File: src/rtl/pipeline_hazard_controller_pkg.sv
// ============================================================================
// Module   : pipeline_hazard_controller_pkg
// Brief    : Shared constants, state encoding and hazard helper for the
//            pipeline hazard controller.
// Revision : 1.0
// ============================================================================
`default_nettype none

package pipeline_hazard_controller_pkg;

    localparam int c_DEF_CNT_W       = 16;
    localparam int c_DEF_MEM_TIMEOUT = 255;

    typedef enum logic [1:0] {
        c_ST_RUN      = 2'd0,
        c_ST_REDIRECT = 2'd1,
        c_ST_MEM_WAIT = 2'd2
    } hz_state_e;

    // A load into x0 never creates a dependency, whatever decode reads.
    function automatic logic f_load_use(
        input logic       mem_read,
        input logic [4:0] rd,
        input logic [4:0] rs1,
        input logic [4:0] rs2,
        input logic       uses_rs1,
        input logic       uses_rs2
    );
        return mem_read && (rd != 5'd0) &&
               ((uses_rs1 && (rs1 == rd)) || (uses_rs2 && (rs2 == rd)));
    endfunction

endpackage

`default_nettype wire

File: src/rtl/pipeline_hazard_controller_sat_counter.sv
// ============================================================================
// Module   : sat_counter
// Brief    : Event counter that sticks at all-ones instead of wrapping.
// Revision : 1.0
// ============================================================================
`default_nettype none

module sat_counter #(
    parameter int WIDTH = 16
) (
    input  logic             clk,
    input  logic             rst_n,
    input  logic             i_inc,
    output logic [WIDTH-1:0] o_count
);

    localparam logic [WIDTH-1:0] c_ONE = {{(WIDTH-1){1'b0}}, 1'b1};

    logic [WIDTH-1:0] r_count;

    always_ff @(posedge clk or negedge rst_n) begin
        if (!rst_n) begin
            r_count <= '0;
        end else if (i_inc && (r_count != '1)) begin
            r_count <= r_count + c_ONE;
        end
    end

    assign o_count = r_count;

endmodule

`default_nettype wire

File: src/rtl/pipeline_hazard_controller.sv
// ============================================================================
// Module   : pipeline_hazard_controller
// Brief    : Stall/flush control for load-use, redirect and data-memory waits.
// Revision : 1.0
// ============================================================================
`default_nettype none

module pipeline_hazard_controller
    import pipeline_hazard_controller_pkg::*;
#(
    parameter int CNT_W       = c_DEF_CNT_W,
    parameter int MEM_TIMEOUT = c_DEF_MEM_TIMEOUT
) (
    input  logic             clk_i,
    input  logic             reset_i,
    input  logic [4:0]       id_rs1_i,
    input  logic [4:0]       id_rs2_i,
    input  logic             id_uses_rs1_i,
    input  logic             id_uses_rs2_i,
    input  logic [4:0]       de_rd_i,
    input  logic             de_mem_read_i,
    input  logic             de_isbranchtaken_i,
    input  logic             de_jump_i,
    input  logic             dmem_req_i,
    input  logic             dmem_ready_i,
    output logic             pc_stall_o,
    output logic             fd_stall_o,
    output logic             fd_flush_o,
    output logic             de_flush_o,
    output logic             em_stall_o,
    output logic [1:0]       state_o,
    output logic             mem_timeout_o,
    output logic [CNT_W-1:0] stall_count_o,
    output logic [CNT_W-1:0] flush_count_o
);

    localparam int c_WAIT_W = (MEM_TIMEOUT < 2) ? 1 : $clog2(MEM_TIMEOUT + 1);
    // The wait counter holds completed MEM_WAIT cycles, so the last allowed
    // cycle is the one where it already reads MEM_TIMEOUT-1.
    localparam logic [c_WAIT_W-1:0] c_WAIT_LAST =
        c_WAIT_W'((MEM_TIMEOUT > 0) ? (MEM_TIMEOUT - 1) : 0);
    localparam logic [c_WAIT_W-1:0] c_WAIT_ONE = {{(c_WAIT_W-1){1'b0}}, 1'b1};

    hz_state_e           r_state;
    logic [c_WAIT_W-1:0] r_wait_cnt;
    logic                r_timeout;

    logic w_load_use;
    logic w_redirect;
    logic w_mem_busy;
    logic w_wait_expired;
    logic w_pc_stall;
    logic w_fd_stall;
    logic w_fd_flush;
    logic w_de_flush;
    logic w_em_stall;

    assign w_load_use     = f_load_use(de_mem_read_i, de_rd_i, id_rs1_i, id_rs2_i,
                                       id_uses_rs1_i, id_uses_rs2_i);
    assign w_redirect     = de_isbranchtaken_i | de_jump_i;
    assign w_mem_busy     = dmem_req_i & ~dmem_ready_i;
    assign w_wait_expired = (r_wait_cnt >= c_WAIT_LAST);

    // Controls are gated by reset so a held reset reads as a quiet pipeline.
    always_comb begin
        w_pc_stall = 1'b0;
        w_fd_stall = 1'b0;
        w_fd_flush = 1'b0;
        w_de_flush = 1'b0;
        w_em_stall = 1'b0;
        if (reset_i) begin
            case (r_state)
                c_ST_RUN: begin
                    if (w_mem_busy) begin
                        w_pc_stall = 1'b1;
                        w_fd_stall = 1'b1;
                        w_em_stall = 1'b1;
                    end else if (w_redirect) begin
                        w_fd_flush = 1'b1;
                        w_de_flush = 1'b1;
                    end else if (w_load_use) begin
                        w_pc_stall = 1'b1;
                        w_fd_stall = 1'b1;
                        w_de_flush = 1'b1;
                    end
                end
                c_ST_REDIRECT: begin
                    w_fd_flush = 1'b1;
                end
                c_ST_MEM_WAIT: begin
                    if (!dmem_ready_i) begin
                        w_pc_stall = 1'b1;
                        w_fd_stall = 1'b1;
                        w_em_stall = 1'b1;
                    end
                end
                default: begin
                end
            endcase
        end
    end

    always_ff @(posedge clk_i or negedge reset_i) begin
        if (!reset_i) begin
            r_state    <= c_ST_RUN;
            r_wait_cnt <= '0;
            r_timeout  <= 1'b0;
        end else begin
            case (r_state)
                c_ST_RUN: begin
                    if (w_mem_busy) begin
                        r_state    <= c_ST_MEM_WAIT;
                        r_wait_cnt <= '0;
                    end else if (w_redirect) begin
                        r_state <= c_ST_REDIRECT;
                    end
                end
                c_ST_REDIRECT: begin
                    r_state <= w_mem_busy ? c_ST_MEM_WAIT : c_ST_RUN;
                end
                c_ST_MEM_WAIT: begin
                    if (dmem_ready_i) begin
                        r_state    <= c_ST_RUN;
                        r_wait_cnt <= '0;
                    end else if (w_wait_expired) begin
                        r_state    <= c_ST_RUN;
                        r_wait_cnt <= '0;
                        r_timeout  <= 1'b1;
                    end else begin
                        r_wait_cnt <= r_wait_cnt + c_WAIT_ONE;
                    end
                end
                default: begin
                    r_state    <= c_ST_RUN;
                    r_wait_cnt <= '0;
                end
            endcase
        end
    end

    sat_counter #(
        .WIDTH   (CNT_W)
    ) u_stall_cnt (
        .clk     (clk_i),
        .rst_n   (reset_i),
        .i_inc   (w_pc_stall),
        .o_count (stall_count_o)
    );

    sat_counter #(
        .WIDTH   (CNT_W)
    ) u_flush_cnt (
        .clk     (clk_i),
        .rst_n   (reset_i),
        .i_inc   (w_fd_flush | w_de_flush),
        .o_count (flush_count_o)
    );

    assign pc_stall_o    = w_pc_stall;
    assign fd_stall_o    = w_fd_stall;
    assign fd_flush_o    = w_fd_flush;
    assign de_flush_o    = w_de_flush;
    assign em_stall_o    = w_em_stall;
    assign state_o       = r_state;
    assign mem_timeout_o = r_timeout;

endmodule

`default_nettype wire

File: config.mk
export PLATFORM = sky130hd
export DESIGN_NAME = pipeline_hazard_controller
export DESIGN_NICKNAME = d
export VERILOG_FILES = /design/src/rtl/pipeline_hazard_controller_pkg.sv /design/src/rtl/pipeline_hazard_controller_sat_counter.sv /design/src/rtl/pipeline_hazard_controller.sv
export SDC_FILE = /design/constraint.sdc
export NUM_CORES = 1
export LEC_CHECK = 0
export ABC_AREA = 1
export BUFFER_PORTS_ARGS = -buffer_cell sky130_fd_sc_hd__buf_2
export CORE_MARGIN = 4
export CORE_UTILIZATION = 55
export CTS_CLUSTER_SIZE = 20
export DETAILED_ROUTE_END_ITERATION = 12
export PLACE_DENSITY_LB_ADDON = 0.1
export SLEW_MARGIN = 20
export SYNTH_ARGS = -nofsm -noshare
export SYNTH_HDL_FRONTEND = slang
export SYNTH_HIERARCHICAL = 1
export SYNTH_SLANG_ARGS = --single-unit
File: constraint.sdc
create_clock -name clk_i -period 2.49 [get_ports clk_i]
set_clock_uncertainty 0.1 [all_clocks]
set_input_delay 0.498 -clock clk_i [delete_from_list [all_inputs] [get_ports clk_i]]
set_output_delay 0.498 -clock clk_i [all_outputs]
set_load 0.03 [all_outputs]
==> summary.md <==
| Metric | Value |
|---|---|
| CTS tree | built |
| Cell area after placement | 3420 µm² |
| 1st-iter DRT viols | 141 |
| CTS Buffer Depth | 2 |
| Postcts setup bufs | 0 |
| Max-Cap Viols | 0 |
| DRC | 0 |
| CTS Root Cell | clkbuf_8 |
| CP cell instances | nor2_2, nand2_1, a21oi_2, o21bai_2, buf_2 |
| Crit-path leading delay family | flip-flops |
| Hold Crit Class | primary input to async pin |
| Die Area | 6810 µm² |
| Leak | 1.84 nW |
| Distinct cell type count after synthesis | 32 |
| Minimum clock period | 2.28 ns |
| Insertion delay to the later sink of the worst-skew pair | 0.29 ns |
| Top post-synthesis cells by area | dfrtp_1 (35%), nand2_1 (21%), inv_1 (6.6%), nor2_1 (5.7%), nor2_4 (3.3%) |
| Worst path slowest cell | dfrtp_1 |
| Final instance area | 3510 µm² |
| Setup_tns | 0 ns |
| Commonest cells post-synth | nand2_1 (172), inv_1 (54), nor2_1 (46) |
| Most frequent cell after synthesis | nand2_1 |
| Period utilization | 91.4% |
| CTS Hold Buffers Added | 0 |
| Die span in y | 82.5 µm |
| Setup CP Type | register to primary output |
| Initial antenna violation count | 0 |
| Clock transition at path regs | 0.08 ns |
| Rows | 26 |
| IO Pins | 64 |
| Cell accounting for the most synthesized area | dfrtp_1 |
| DPL Wire Length | 5220 µm |
| Yosys warns | 6 |
| VDD IR-drop max | 0.524 mV |
| Initial Util | 58.3% |
| Syn Inst Count | 445 |
| Final hold vios | 0 |
| Pin count of the biggest net entering global routing | 44 |
| Gr ovfl total | 0 |
| Status | complete, no violations |
| Area delta synth->final | 14.8% |
| Wire length per cell | 11.5 µm |
| Setup violations, final | 0 |
| First-pass GRT wire length | 11600 µm |
| Via count | 2897 |
| Router iterations before antenna repair | 4 |
| CTS buffer count | 5 |
| Mapped Area | 3050 µm² |
| CP Max Fanout | 5 |
| CP required | 1.89 ns |
| Slew margin rel. | 63.5% |
| Nets | 539 |
| Unrepaired setup endpoints after global routing | false |
| Seq/Total Area, Yosys | 35.2% |
| Core area | 5240 µm² |
| GRT Util Overall | 21.6% |
| CP bufs+invs | 1 |
| Avg Vias per Cell | 4.99 |
| CTS H-Tree Depth | 2 |
| WL final | 6690 µm |
| Crit path DAT | 1.68 ns |
| Async S/R FF share, synth | 100% |
| Synth Register Bits | 43 |
| Slew at the pin closest to its max-slew limit | 0.547 ns |
| Fillers | 499 |
| Critical Path Sink Type | primary output |
| Ant diodes | 0 |
| Top_reg_cell synth | dfrtp_1 |
| Port bufs | 63 |
| Slowest Stage Delay on Critical Path | 0.47 ns |
| Final ANT Viol Nets | 0 |
| Gp weighted congestion | 0.847 |
| Pwr dens | 712 nW/µm² |
| CTS Sinks | 43 |
| Area share of the largest cell type after synthesis | 35.2% |
| Post-cts sizing count | 0 |
| Die width | 82.5 µm |
| Fmax | 439 MHz |
| Post-synth EDFFs | 0 |
| Final Max Slew Viols | 0 |
| Layout cells sized above 1 | 23.3% |
| Vias in the first global route | 2678 |
| Type of origin of the critical path | register |
| Syn Area/Cell | 6.86 µm² |
| Mapped Nets | 473 |
[worst paths after layout]
| path | cells after the start | start | slack (ns) | end |
|---|---|---|---|---|
| min in group clk_i | 1 | mem_timeout_o$_DFFE_PN0P_ | 0.40 | mem_timeout_o$_DFFE_PN0P_ |
| max | 5 | state_o[0]$_DFFE_PN0P_ | 0.21 | fd_stall_o |
| min | 2 | reset_i | 0.23 | r_wait_cnt[5]$_DFFE_PN0P_ |
| min reg2reg | 1 | mem_timeout_o$_DFFE_PN0P_ | 0.40 | mem_timeout_o$_DFFE_PN0P_ |
| max in group asynchronous | 2 | reset_i | 1.67 | u_stall_cnt/o_count[1]$_DFFE_PN0P_ |
| max reg2reg | 8 | state_o[0]$_DFFE_PN0P_ | 0.51 | u_stall_cnt/o_count[11]$_DFFE_PN0P_ |
[cells in the final DEF, fill, tap and decap left out, types with 4 or more instances in the layout]
master and instances:
nor2_4 9, nor2_1 46, buf_2 63, nand3_1 20, o21ai_0 18, nand2_1 172, clkbuf_8 6, nand4_1 14
inv_1 54, ha_1 4, inv_2 6, o21ai_2 4, xnor2_1 10, dfrtp_1 43, nor2_2 7, nand2_2 9
[flip-flops by register name, indices dropped and copies added, names as in the netlist]
name	cells
u_flush_cnt/o_count	16
mem_timeout_o	1
r_wait_cnt	8
u_stall_cnt/o_count	16
state_o	2
[through the flow]
stage               hold slack [ns]  worst slack, ns  std cells  util [%]  power [mW]
floorplan                     0.102           0.0801        445         -        1.77
global placement              0.358            0.362        574      65.3        2.04
detailed placement            0.384            0.285        574      65.3        2.07
CTS                           0.263            0.203        581      67.0        2.53
global route                  0.277           0.0884        581      67.0        2.71
finish                        0.233            0.214        581      67.0        2.50
[power by group]
| part | leakage, nW | switching, mW | internal, mW | total (mW) |
|---|---|---|---|---|
| Clock | 0.0470 | 0.236 | 0.218 | 0.454 |
| Combinational | 1.24 | 0.697 | 0.310 | 1.01 |
| Sequential | 0.559 | 0.201 | 0.836 | 1.04 |
[area by class of cell]
class	instances	area [µm²]	share of cell area, %
clock buffers	6	82.6	2.35
clock inverters	1	5.00	0.143
inverters	60	225	6.42
multi-input cells	337	1710	48.7
flip-flops and latches	43	1080	30.7
well taps	70	87.6	2.50
repair buffers	64	323	9.20
[cell families (layout without fill, tap and decap cells)]
kind of cell | Yosys count | after routing | share of synthesized area (%)
and+or+nand+nor | 288 | 288 | 43.9
buffers and inverters | 65 | 131 | 9.09
DFF | 43 | 43 | 35.2
AOI/OAI and AO/OA | 33 | 33 | 6.72
xor gates and xnor gates | 12 | 12 | 3.44
adders and majority gates | 4 | 4 | 1.64
[metal layers]
layer / GRT usage, % / wire length, µm / part of all wire, %
met1: 27.4 / 3050 / 46
met2: 38.4 / 3330 / 50
met3: 4.12 / 289 / 4.3
met4: 4.08 / 27 / 0.40
met5: 0 / 0 / 0
Power figures use the tool's default switching activity.
